## src/rtl/alu_arbiter_if.sv

```systemverilog
// ALU function encoding shared by the arbiter, the ALU and the requesters,
// plus the bundle of request, ALU-side and response signals around the arbiter.
package alu_arbiter_pkg;
    typedef enum logic [2:0] {
        ALU_ADD = 3'd0,
        ALU_SUB = 3'd1,
        ALU_AND = 3'd2,
        ALU_OR  = 3'd3,
        ALU_XOR = 3'd4
    } alu_func_e;

    localparam int FUNC_W = $bits(alu_func_e);
endpackage

// Handshake rules: a request transfers on an edge where req_valid[i] and
// req_ready[i] are both high, and a response transfers on an edge where
// rsp_valid and rsp_ready are both high. A valid source holds its payload
// stable until the transfer. req_ready is a function of req_valid, so a
// requester must never make req_valid depend on req_ready.
interface alu_arbiter_if #(
    parameter int DATA_W = 8,
    parameter int N_REQ  = 2
);
    import alu_arbiter_pkg::*;
    localparam int ID_W = $clog2(N_REQ);

    // Requester side.
    logic [N_REQ-1:0]        req_valid;
    logic [N_REQ-1:0]        req_ready;
    logic [N_REQ*DATA_W-1:0] req_op_a;
    logic [N_REQ*DATA_W-1:0] req_op_b;
    logic [N_REQ*FUNC_W-1:0] req_func;

    // Shared combinational ALU side.
    logic [DATA_W-1:0]       alu_op_a;
    logic [DATA_W-1:0]       alu_op_b;
    alu_func_e               alu_func;
    logic [DATA_W-1:0]       alu_out;
    logic                    alu_signed_overflow;
    logic                    alu_carry_flag;

    // Response side.
    logic                    rsp_valid;
    logic                    rsp_ready;
    logic [ID_W-1:0]         rsp_id;
    logic [DATA_W-1:0]       rsp_data;
    logic                    rsp_signed_overflow;
    logic                    rsp_carry_flag;

    // The arbiter itself.
    modport slave (
        input  req_valid, req_op_a, req_op_b, req_func,
        output req_ready,
        output alu_op_a, alu_op_b, alu_func,
        input  alu_out, alu_signed_overflow, alu_carry_flag,
        output rsp_valid, rsp_id, rsp_data, rsp_signed_overflow, rsp_carry_flag,
        input  rsp_ready
    );

    // Requesters, the ALU and the response consumer seen together.
    modport master (
        output req_valid, req_op_a, req_op_b, req_func,
        input  req_ready,
        input  alu_op_a, alu_op_b, alu_func,
        output alu_out, alu_signed_overflow, alu_carry_flag,
        input  rsp_valid, rsp_id, rsp_data, rsp_signed_overflow, rsp_carry_flag,
        output rsp_ready
    );
endinterface

```

## src/rtl/alu_arbiter.sv

```systemverilog
// Round-robin arbiter sharing one combinational ALU between N_REQ requesters.
// The granted request is routed to the ALU and its result is captured in a
// one-entry response register tagged with the requester index.
module alu_arbiter
    import alu_arbiter_pkg::*;
#(
    parameter int DATA_W = 8,
    parameter int N_REQ  = 2,
    parameter int ID_W   = $clog2(N_REQ)
) (
    input  logic        clk,
    input  logic        rst,
    alu_arbiter_if.slave bus
);

    // Rotating priority pointer: index searched first for the next grant.
    logic [ID_W-1:0] ptr;
    logic [ID_W-1:0] grant_id;
    logic            grant_vld;
    logic            can_accept;
    logic            accept;

    // Requester index ptr+k, wrapped into 0..N_REQ-1.
    function automatic logic [ID_W-1:0] wrap_idx(input logic [ID_W-1:0] base, input int k);
        int s;
        s = (int'(base) + k) % N_REQ;
        return s[ID_W-1:0];
    endfunction

    assign can_accept = !bus.rsp_valid || bus.rsp_ready;
    assign accept     = grant_vld && can_accept && !rst;

    // Round-robin search from ptr upwards; scanning downwards lets the
    // lowest offset with a valid request win the last assignment.
    always_comb begin
        grant_vld = 1'b0;
        grant_id  = '0;
        for (int k = N_REQ - 1; k >= 0; k--) begin
            if (bus.req_valid[wrap_idx(ptr, k)]) begin
                grant_vld = 1'b1;
                grant_id  = wrap_idx(ptr, k);
            end
        end
    end

    // One-hot ready to the grantee, only when the response slot can take it.
    always_comb begin
        bus.req_ready = '0;
        if (accept) begin
            bus.req_ready[grant_id] = 1'b1;
        end
    end

    // Route the grantee's operands to the ALU; idle cycles present zeros.
    always_comb begin
        bus.alu_op_a = '0;
        bus.alu_op_b = '0;
        bus.alu_func = alu_func_e'(0);
        if (grant_vld) begin
            bus.alu_op_a = bus.req_op_a[int'(grant_id)*DATA_W +: DATA_W];
            bus.alu_op_b = bus.req_op_b[int'(grant_id)*DATA_W +: DATA_W];
            bus.alu_func = alu_func_e'(bus.req_func[int'(grant_id)*FUNC_W +: FUNC_W]);
        end
    end

    // Response register and pointer: capture on accept, clear on drain.
    always_ff @(posedge clk) begin
        if (rst) begin
            bus.rsp_valid           <= 1'b0;
            bus.rsp_id              <= '0;
            bus.rsp_data            <= '0;
            bus.rsp_signed_overflow <= 1'b0;
            bus.rsp_carry_flag      <= 1'b0;
            ptr                     <= '0;
        end else if (accept) begin
            // A simultaneous drain is covered here: the new result overwrites.
            bus.rsp_valid           <= 1'b1;
            bus.rsp_id              <= grant_id;
            bus.rsp_data            <= bus.alu_out;
            bus.rsp_signed_overflow <= bus.alu_signed_overflow;
            bus.rsp_carry_flag      <= bus.alu_carry_flag;
            ptr                     <= (grant_id == ID_W'(N_REQ - 1)) ? '0 : grant_id + 1'b1;
        end else if (bus.rsp_valid && bus.rsp_ready) begin
            bus.rsp_valid           <= 1'b0;
        end
    end

endmodule
```

## src/flat_wrapper.sv

```systemverilog
// flat-port wrapper written by rule: the top's interface ports become plain ports
module alu_arbiter_flat import alu_arbiter_pkg::*;
#(
    parameter int DATA_W = 8,
    parameter int N_REQ  = 2,
    parameter int ID_W   = $clog2(N_REQ)
)
  (clk, rst, bus_req_valid, bus_req_op_a, bus_req_op_b, bus_req_func, bus_req_ready, bus_alu_op_a, bus_alu_op_b, bus_alu_func, bus_alu_out, bus_alu_signed_overflow, bus_alu_carry_flag, bus_rsp_valid, bus_rsp_id, bus_rsp_data, bus_rsp_signed_overflow, bus_rsp_carry_flag, bus_rsp_ready);
  alu_arbiter_if #(.DATA_W(DATA_W), .N_REQ(N_REQ)) bus_i ();
  input  logic clk;
  input  logic rst;
  input wire logic [$bits(bus_i.req_valid)-1:0] bus_req_valid;
  input wire logic [$bits(bus_i.req_op_a)-1:0] bus_req_op_a;
  input wire logic [$bits(bus_i.req_op_b)-1:0] bus_req_op_b;
  input wire logic [$bits(bus_i.req_func)-1:0] bus_req_func;
  output wire logic [$bits(bus_i.req_ready)-1:0] bus_req_ready;
  output wire logic [$bits(bus_i.alu_op_a)-1:0] bus_alu_op_a;
  output wire logic [$bits(bus_i.alu_op_b)-1:0] bus_alu_op_b;
  output wire logic [$bits(bus_i.alu_func)-1:0] bus_alu_func;
  input wire logic [$bits(bus_i.alu_out)-1:0] bus_alu_out;
  input wire logic [$bits(bus_i.alu_signed_overflow)-1:0] bus_alu_signed_overflow;
  input wire logic [$bits(bus_i.alu_carry_flag)-1:0] bus_alu_carry_flag;
  output wire logic [$bits(bus_i.rsp_valid)-1:0] bus_rsp_valid;
  output wire logic [$bits(bus_i.rsp_id)-1:0] bus_rsp_id;
  output wire logic [$bits(bus_i.rsp_data)-1:0] bus_rsp_data;
  output wire logic [$bits(bus_i.rsp_signed_overflow)-1:0] bus_rsp_signed_overflow;
  output wire logic [$bits(bus_i.rsp_carry_flag)-1:0] bus_rsp_carry_flag;
  input wire logic [$bits(bus_i.rsp_ready)-1:0] bus_rsp_ready;
  assign bus_i.req_valid = bus_req_valid;
  assign bus_i.req_op_a = bus_req_op_a;
  assign bus_i.req_op_b = bus_req_op_b;
  assign bus_i.req_func = bus_req_func;
  assign bus_req_ready = bus_i.req_ready;
  assign bus_alu_op_a = bus_i.alu_op_a;
  assign bus_alu_op_b = bus_i.alu_op_b;
  assign bus_alu_func = bus_i.alu_func;
  assign bus_i.alu_out = bus_alu_out;
  assign bus_i.alu_signed_overflow = bus_alu_signed_overflow;
  assign bus_i.alu_carry_flag = bus_alu_carry_flag;
  assign bus_rsp_valid = bus_i.rsp_valid;
  assign bus_rsp_id = bus_i.rsp_id;
  assign bus_rsp_data = bus_i.rsp_data;
  assign bus_rsp_signed_overflow = bus_i.rsp_signed_overflow;
  assign bus_rsp_carry_flag = bus_i.rsp_carry_flag;
  assign bus_i.rsp_ready = bus_rsp_ready;
  alu_arbiter #(.DATA_W(DATA_W), .N_REQ(N_REQ), .ID_W(ID_W)) u_core (.clk(clk), .rst(rst), .bus(bus_i));
endmodule
```

## config.mk

```make
export PLATFORM = sky130hd
export DESIGN_NAME = alu_arbiter_flat
export DESIGN_NICKNAME = d
export VERILOG_FILES = /design/src/rtl/alu_arbiter_if.sv /design/src/rtl/alu_arbiter.sv /design/src/flat_wrapper.sv
export SDC_FILE = /design/constraint.sdc
export NUM_CORES = 1
export LEC_CHECK = 0
export CORE_MARGIN = 3
export CORE_UTILIZATION = 33
export DETAILED_ROUTE_END_ITERATION = 6
export PLACE_DENSITY = 0.94
export SETUP_SLACK_MARGIN = 0.2
export SLEW_MARGIN = 40
export SYNTH_ARGS = -nofsm -noshare
export SYNTH_HDL_FRONTEND = slang
export SYNTH_SLANG_ARGS = --single-unit
```

## constraint.sdc

```tcl
create_clock -name clk -period 2.7 [get_ports clk]
set_clock_uncertainty 0.15 [all_clocks]
set_input_delay 0.54 -clock clk [delete_from_list [all_inputs] [get_ports clk]]
set_output_delay 0.54 -clock clk [all_outputs]
set_load 0.1 [all_outputs]
```

==> metrics.md, run 1 <==
| Metric | Value |
|---|---|
| Clock transition at path regs | `about 80 ps` |
| Power share of the combinational group | `0.674` |
| Nets | `266` |
| Post-route clock period utilization | `0.9011` |
| Lkg Pwr | `0.0009640 uW` |
| Worst-path fanout max | `6` |
| Antenna-violating nets left | `0` |
| Clock Tree Buf Depth | `2` |
| Post-synthesis sequential area ratio | `0.2834` |
| Initial antenna violation count | `0` |
| Max Cap Viol | `0` |
| Post-Syn Instances | `between 100 and 150` |
| CP max-delay cell | `dlygate4sd2_1` |
| Top cells by count, synth | `19 x inv_1, 19 x mux2i_1, 19 x nand2_1` |
| Critical path's largest stage delay | `a little under 300 ps` |
| CTS root buf | `clkbuf_4` |
| Critical-path cell list | `dlygate4sd2_1 > o21ai_4 > buf_6 > buf_12 > mux2i_4 > buf_12` |
| Relative slew slack | `0.5668` |
| CP Launch Type | `primary input` |
| Switch share | `0.4862` |
| Vias post-DR | `~1300` |
| DR WL/cell | `approximately 20 microns` |
| First-pass GRT wire length | `around 7.4 mm` |
| Share of cells above drive strength 1 | `0.3443` |
| #FFs+latches synth | `13` |
| Switching pwr | `around 500 uW` |
| Die Wd | `58.76 microns` |
| Syn Area/Cell | `7.528 sq um` |
| Int Pwr | `530.5 uW` |
| Syn nets | `between 150 and 200` |
| Drt total wl | `4.945 mm` |
| Hold Vio Cnt, Final | `0` |
| YS warnings | `0` |
| Row cnt | `18` |
| # setup viols final | `0` |
| Netlist cell types | `21` |
| Clock sinks | `13` |
| WP data required | `2010 ps` |
| Pin count of the biggest net entering global routing | `22` |
| IO buf count | `between 80 and 90` |
| Worst-skew pair later-pin latency | `270 ps` |
| Total Power | `1032 uW` |
| Final GP Congestion | `about 0.67` |
| WHS | `333.5 ps` |
| Fmax | `0.4110 GHz` |
| Hold_sp | `u_core.bus.rsp_data[1]` |
| CTS tree | `done` |
| Crit path buffers/inverters | `4` |
| Critical path's most frequent cell | `buf_12` |
| Reg power frac | `0.210` |
| Power density over the cells | `about 450 mW/mm^2` |
| Max Slew Vio Count | `0` |
| VDD IR-drop max | `0.0003945 V` |
| Post-layout worst setup margin | `between 200 and 300 ps` |
| Effective utilization at floorplan | `0.3577` |
| Drt via density | `~5.3` |
| Sequential cell area | `between 200 and 300 sq um` |
| Post-synth top area share | `0.2834` |
| Leading area contributor after synthesis | `dfxtp_1` |
| Mapped Area | `roughly 920 sq um` |
| FILL cells | `about 110` |
| Worst r2r src | `u_core.bus.rsp_valid` |
| RSZ-0062 raised after global routing | `false` |
| Worst-Margin Slew | `roughly 650 ps` |
| Commonest register cell after synthesis | `dfxtp_1` |
| Detailed Routing Iterations Pass 1 | `4` |
| Endpoint class of the critical path | `primary output` |
| Grt total ovfl | `0` |
| Initial drt markers | `between 70 and 80` |
| Hpwl dp | `between 3 and 4 mm` |
| Hold Path Class | `flip-flop to flip-flop` |
| DRC Markers | `0` |
| Outcome | `finished clean` |
| # hold bufs at CTS | `0` |
| CTS buffer count | `3` |
| Vias in the first global route | `~1400` |
| Die ar. | `~0.0035 sq mm` |
| Die H | `58.76 microns` |
| Area growth syn-to-layout | `147.8%` |
| GRT Total Usage | `0.2940` |
| Setup WS pre-CTS | `-5.864 ps` |
| CP delay by family, top | `buffers and inverters` |
| Tmin final | `roughly 2400 ps` |
| Non-Filler Instances | `around 240` |
| CP Class | `primary input to primary output` |
| Top area cells in the synthesized netlist | `dfxtp_1 28%, mux2i_1 21%, nand3b_1 8.2%` |
| Critical path arrival | `1740 ps` |
| Post-synth EDFFs | `0` |
| Worst Setup SP | `bus_req_valid[1]` |
| H-tree Lvls | `1` |
| Multi-input gate area | `723.2 sq um` |
| Dpl cells | `between 200 and 250` |
| Final antenna diode count | `0` |
| Clock power share | `0.116` |
| Ys async rst share | `0` |
| I/O pin count | `86` |
| Total core area | `0.002567 sq mm` |
-- layout by cell type (no fill, tap or decap), types with 2 or more instances in the layout --
cell | Yosys | layout
inv_1 | 19 | 19
a21oi_1 | 12 | 12
clkdlybuf4s50_1 | 0 | 50
nand2_1 | 19 | 19
dfxtp_1 | 13 | 12
clkbuf_4 | 0 | 3
buf_12 | 0 | 23
mux2i_2 | 0 | 8
buf_4 | 2 | 17
o21ai_1 | 11 | 11
buf_6 | 2 | 2
mux2i_4 | 0 | 11
nand3b_1 | 10 | 10
-- area by class of cell --
type	instances	share of cell area
clock buffer	4	0.01154
inverter	20	0.03299
multi-input combinational	80	0.3178
sequential	13	0.1149
tap	30	0.01649
timing repair buffer	95	0.5063
-- worst min-delay path, stage by stage (launching register included) --
cell and delay (ps):
dfxtp_1 310, o21ai_1 60, a21oi_1 60
-- path summary, 6_finish.rpt --
check | end | slack (ps) | depth (start not counted)
worst max-delay path | bus_alu_op_a[1] | 270 | 6
worst min-delay path | u_core.bus.rsp_data[1] | 330 | 2
worst min register to register | u_core.bus.rsp_data[1] | 330 | 2
worst max register to register | u_core.ptr | 1190 | 3
-- stage by stage --
stage               utilization  area [sq um]  TNS (ps)
floorplan                     -          1021    -340.0
global placement         0.8207          2107         0
detailed placement       0.8216          2110    -5.864
CTS                      0.8879          2280         0
global route             0.8865          2276         0
finish                   0.8865          2276         0
-- repair_timing --
| action | 4_1_cts | 5_1_grt |
|---|---|---|
| setup buffers | 2 | 0 |
| pin swaps | 1 | 1 |
| resized for setup | 16 | 2 |
| setup endpoints to repair | 20 | 19 |
| cloned | 1 | 0 |
-- routing by layer --
| layer | vias up | routed length (microns) | GRT usage |
|---|---|---|---|
| li1 | 586 | - | - |
| met1 | 593 | 1679 | 0.3180 |
| met2 | 82 | 2659 | 0.5457 |
| met3 | 16 | 465 | 0.06360 |
| met4 | 0 | 140 | 0.1197 |
| met5 | - | 0 | 0 |
-- power by group through the flow --
stage,registers (uW),clock network (uW),logic (uW)
floorplan,308,0,310
global placement,218,0,636
detailed placement,220,0,648
CTS,215,121,686
global route,218,128,713
finish,217,119,696
-- sequential cells by signal, summed over array words and instances, names as in the netlist --
| register | count |
|---|---|
| u_core.bus.rsp_carry_flag | 1 |
| u_core.bus.rsp_data | 8 |
| u_core.bus.rsp_id | 1 |
| u_core.bus.rsp_signed_overflow | 1 |
| u_core.bus.rsp_valid | 1 |
| u_core.ptr | 1 |
-- kinds of logic (layout without fill, tap and decap cells) --
| kind of cell | count (synthesis) | count (layout) | synth area share |
|---|---|---|---|
| buf+inv | 29 | 119 | 0.1471 |
| compound gates | 27 | 27 | 0.1703 |
| flops | 13 | 13 | 0.2834 |
| simple gates | 34 | 34 | 0.1921 |
| mux | 19 | 19 | 0.2071 |
Power figures use the tool's default switching activity.
==> run 2, diff against run 1 <==
- CORE_MARGIN: 3 -> 1
==> run 2 against run 1 <==
  * Utilization rose by 1.9 points
  * Routed wire length fell by 6.0%
  * Sequential power barely moved
  * Critical path type unchanged
  * Via count fell by 0.39%
  * Die area fell by 13%
  * Critical endpoint is now bus_alu_op_b[7]
  * Combinational power barely moved
==> metrics.md, run 2 (synthesis results as in run 1) <==
| Metric | Value |
|---|---|
| GRT Total Usage | `0.3372 (was 0.2940)` |
| Power density over the cells | `450.9 mW/mm^2 (was 453.6 mW/mm^2)` |
| WP data required | `2010 ps (about the same)` |
| CTS tree | `done (unchanged)` |
| Worst-path fanout max | `6 (unchanged)` |
| # hold bufs at CTS | `0 (unchanged)` |
| CTS root buf | `clkbuf_4 (unchanged)` |
| R2r worst-path depth | `5 (was 3)` |
| Post-route clock period utilization | `0.9150 (was 0.9011)` |
| Reg-to-Reg End | `u_core.bus.rsp_id (was u_core.ptr)` |
| Commonest non-fill, non-tap cells in the layout | `50 x clkdlybuf4s50_1, 24 x buf_12, 19 x inv_1, 19 x nand2_1, 19 x buf_4 (was 50 x clkdlybuf4s50_1, 23 x buf_12, 19 x inv_1, 19 x nand2_1, 17 x buf_4)` |
| DRC Markers | `0 (unchanged)` |
| Max Cap Viol | `0 (unchanged)` |
| Antenna-violating nets left | `0 (unchanged)` |
| Final antenna diode count | `0 (unchanged)` |
| Die Wd | `54.76 microns (was 58.76 microns)` |
| Drt total wl | `4.649 mm (was 4.945 mm)` |
| VDD IR-drop max | `0.0004848 V (was 0.0003945 V)` |
| Clock Tree Buf Depth | `2 (unchanged)` |
| Endpoint class of the critical path | `primary output (unchanged)` |
| Sequential cell area | `261.5 sq um (unchanged)` |
| Hpwl dp | `2.939 mm (was 3.181 mm)` |
| Total core area | `0.002545 sq mm (was 0.002567 sq mm)` |
| Multi-input gate area | `723.2 sq um (unchanged)` |
| Row cnt | `18 (unchanged)` |
| RSZ-0062 raised after global routing | `false (unchanged)` |
| # setup viols final | `0 (unchanged)` |
| Hold Vio Cnt, Final | `0 (unchanged)` |
| Detailed Routing Iterations Pass 1 | `4 (unchanged)` |
| Die H | `54.76 microns (was 58.76 microns)` |
| Outcome | `finished clean (unchanged)` |
| Worst-Margin Slew | `692.8 ps (was 649.0 ps)` |
| CP Class | `primary input to primary output (unchanged)` |
| Max Slew Vio Count | `0 (unchanged)` |
| Final GP Congestion | `0.6213 (was 0.6685)` |
| Pin count of the biggest net entering global routing | `22 (unchanged)` |
| Initial drt markers | `22 (was 71)` |
| Lkg Pwr | `0.0009777 uW (was 0.0009640 uW)` |
| Clock sinks | `13 (unchanged)` |
| Post-layout worst setup margin | `229.5 ps (was 267.1 ps)` |
| Worst r2r src | `u_core.ptr (was u_core.bus.rsp_valid)` |
| Clock transition at path regs | `80 ps (about the same)` |
| CP Launch Type | `primary input (unchanged)` |
| Hold Path Class | `flip-flop to flip-flop (unchanged)` |
| Setup TNS | `0 ps (unchanged)` |
| Vias in the first global route | `1336 (was 1370)` |
| Vias post-DR | `1272 (was 1277)` |
| First-pass GRT wire length | `6.817 mm (was 7.438 mm)` |
| Drt via density | `5.213 (was 5.277)` |
| Worst-skew pair later-pin latency | `280 ps (was 270 ps)` |
| Max FFs per register | `8 (unchanged)` |
| Die ar. | `0.002998 sq mm (was 0.003452 sq mm)` |
| Total Power | `1039 uW (was 1032 uW)` |
| Commonest non-fill, non-tap cell in the layout | `clkdlybuf4s50_1 (unchanged)` |
| Grt total ovfl | `0 (unchanged)` |
| IO buf count | `85 (unchanged)` |
| H-tree Lvls | `1 (unchanged)` |
| Nets | `268 (was 266)` |
| Area growth syn-to-layout | `150.8% (was 147.8%)` |
| Effective utilization at floorplan | `0.3609 (was 0.3577)` |
| Critical path arrival | `1780 ps (was 1740 ps)` |
| Setup WS pre-CTS | `-14.53 ps (was -5.864 ps)` |
| Share of cells above drive strength 1 | `0.3458 (was 0.3443)` |
| I/O pin count | `86 (unchanged)` |
| Tmin final | `2471 ps (was 2433 ps)` |
| Worst Setup SP | `bus_req_valid[0] (was bus_req_valid[1])` |
| Relative slew slack | `0.5376 (was 0.5668)` |
| Fmax | `0.4048 GHz (was 0.4110 GHz)` |
| CTS buffer count | `3 (unchanged)` |
| FILL cells | `110 (was 111)` |
| DR WL/cell | `19.05 microns (was 20.43 microns)` |
| Worst reg2reg setup slack | `1140 ps (was 1190 ps)` |
| Setup crit end | `bus_alu_op_b[7] (was bus_alu_op_a[1])` |
| Largest Register | `u_core.bus.rsp_data (unchanged)` |
| Initial antenna violation count | `0 (unchanged)` |
## run 2: report_power, final
part	total (uW)	internal, uW	switching [uW]	leakage (uW)
Clock	124	57.5	66.0	0.0000150
Sequential	217	206	11.0	0.000108
Combinational	698	272	427	0.000855
## run 2: area by class of cell
type / count / area share
well taps: 30 / 0.01630
multi-input cells: 80 / 0.3140
repair buffers: 97 / 0.5122
flip-flops and latches: 13 / 0.1135
clock buffers: 4 / 0.01141
inverters: 20 / 0.03259
## run 2: worst min path at each step
stage                         startpoint                         to  slack (ps)  cells after the start
5_1_grt           u_core.bus.rsp_data[7]     u_core.bus.rsp_data[7]         370                      2
2_1_floorplan                 u_core.ptr                 u_core.ptr         420                      2
6_report          u_core.bus.rsp_data[3]     u_core.bus.rsp_data[3]         340                      2
4_1_cts           u_core.bus.rsp_data[3]     u_core.bus.rsp_data[3]         340                      2
3_3_place_gp   u_core.bus.rsp_carry_flag  u_core.bus.rsp_carry_flag         320                      2
3_5_place_dp      u_core.bus.rsp_data[7]     u_core.bus.rsp_data[7]         330                      2
## run 2: worst max-delay path, cell delays in order
cell and delay [ps]:
dlygate4sd2_1 230, inv_2 70, o21ai_4 140, buf_12 140, buf_12 130, mux2i_2 300, buf_12 220
## run 2: per-stage QoR
stage | utilization | cell area (sq um) | std cells | hold WS, ps
after floorplan | - | 1021 | 122 | 423.8
after global placement | 0.8309 | 2115 | 236 | 315.0
after detailed placement | 0.8319 | 2117 | 236 | 326.5
after CTS | 0.8928 | 2272 | 242 | 336.2
after global routing | 0.9051 | 2303 | 244 | 372.5
final | 0.9051 | 2303 | 244 | 341.2
## run 2: repair_timing
action / 4_1_cts / 5_1_grt
setup endpoints to repair: 20 / 20
resized for setup: 14 / 1
pin swaps: 1 / 2
buffers inserted: 1 / 2
gates cloned: 1 / 0
## run 2: metal layers
| layer | GRT usage | vias to the layer above | routed length, microns |
|---|---|---|---|
| li1 | - | 589 | - |
| met5 | 0 | - | 0 |
| met2 | 0.5843 | 81 | 2429 |
| met3 | 0.08333 | 18 | 328 |
| met1 | 0.3677 | 584 | 1729 |
| met4 | 0.1923 | 0 | 162 |
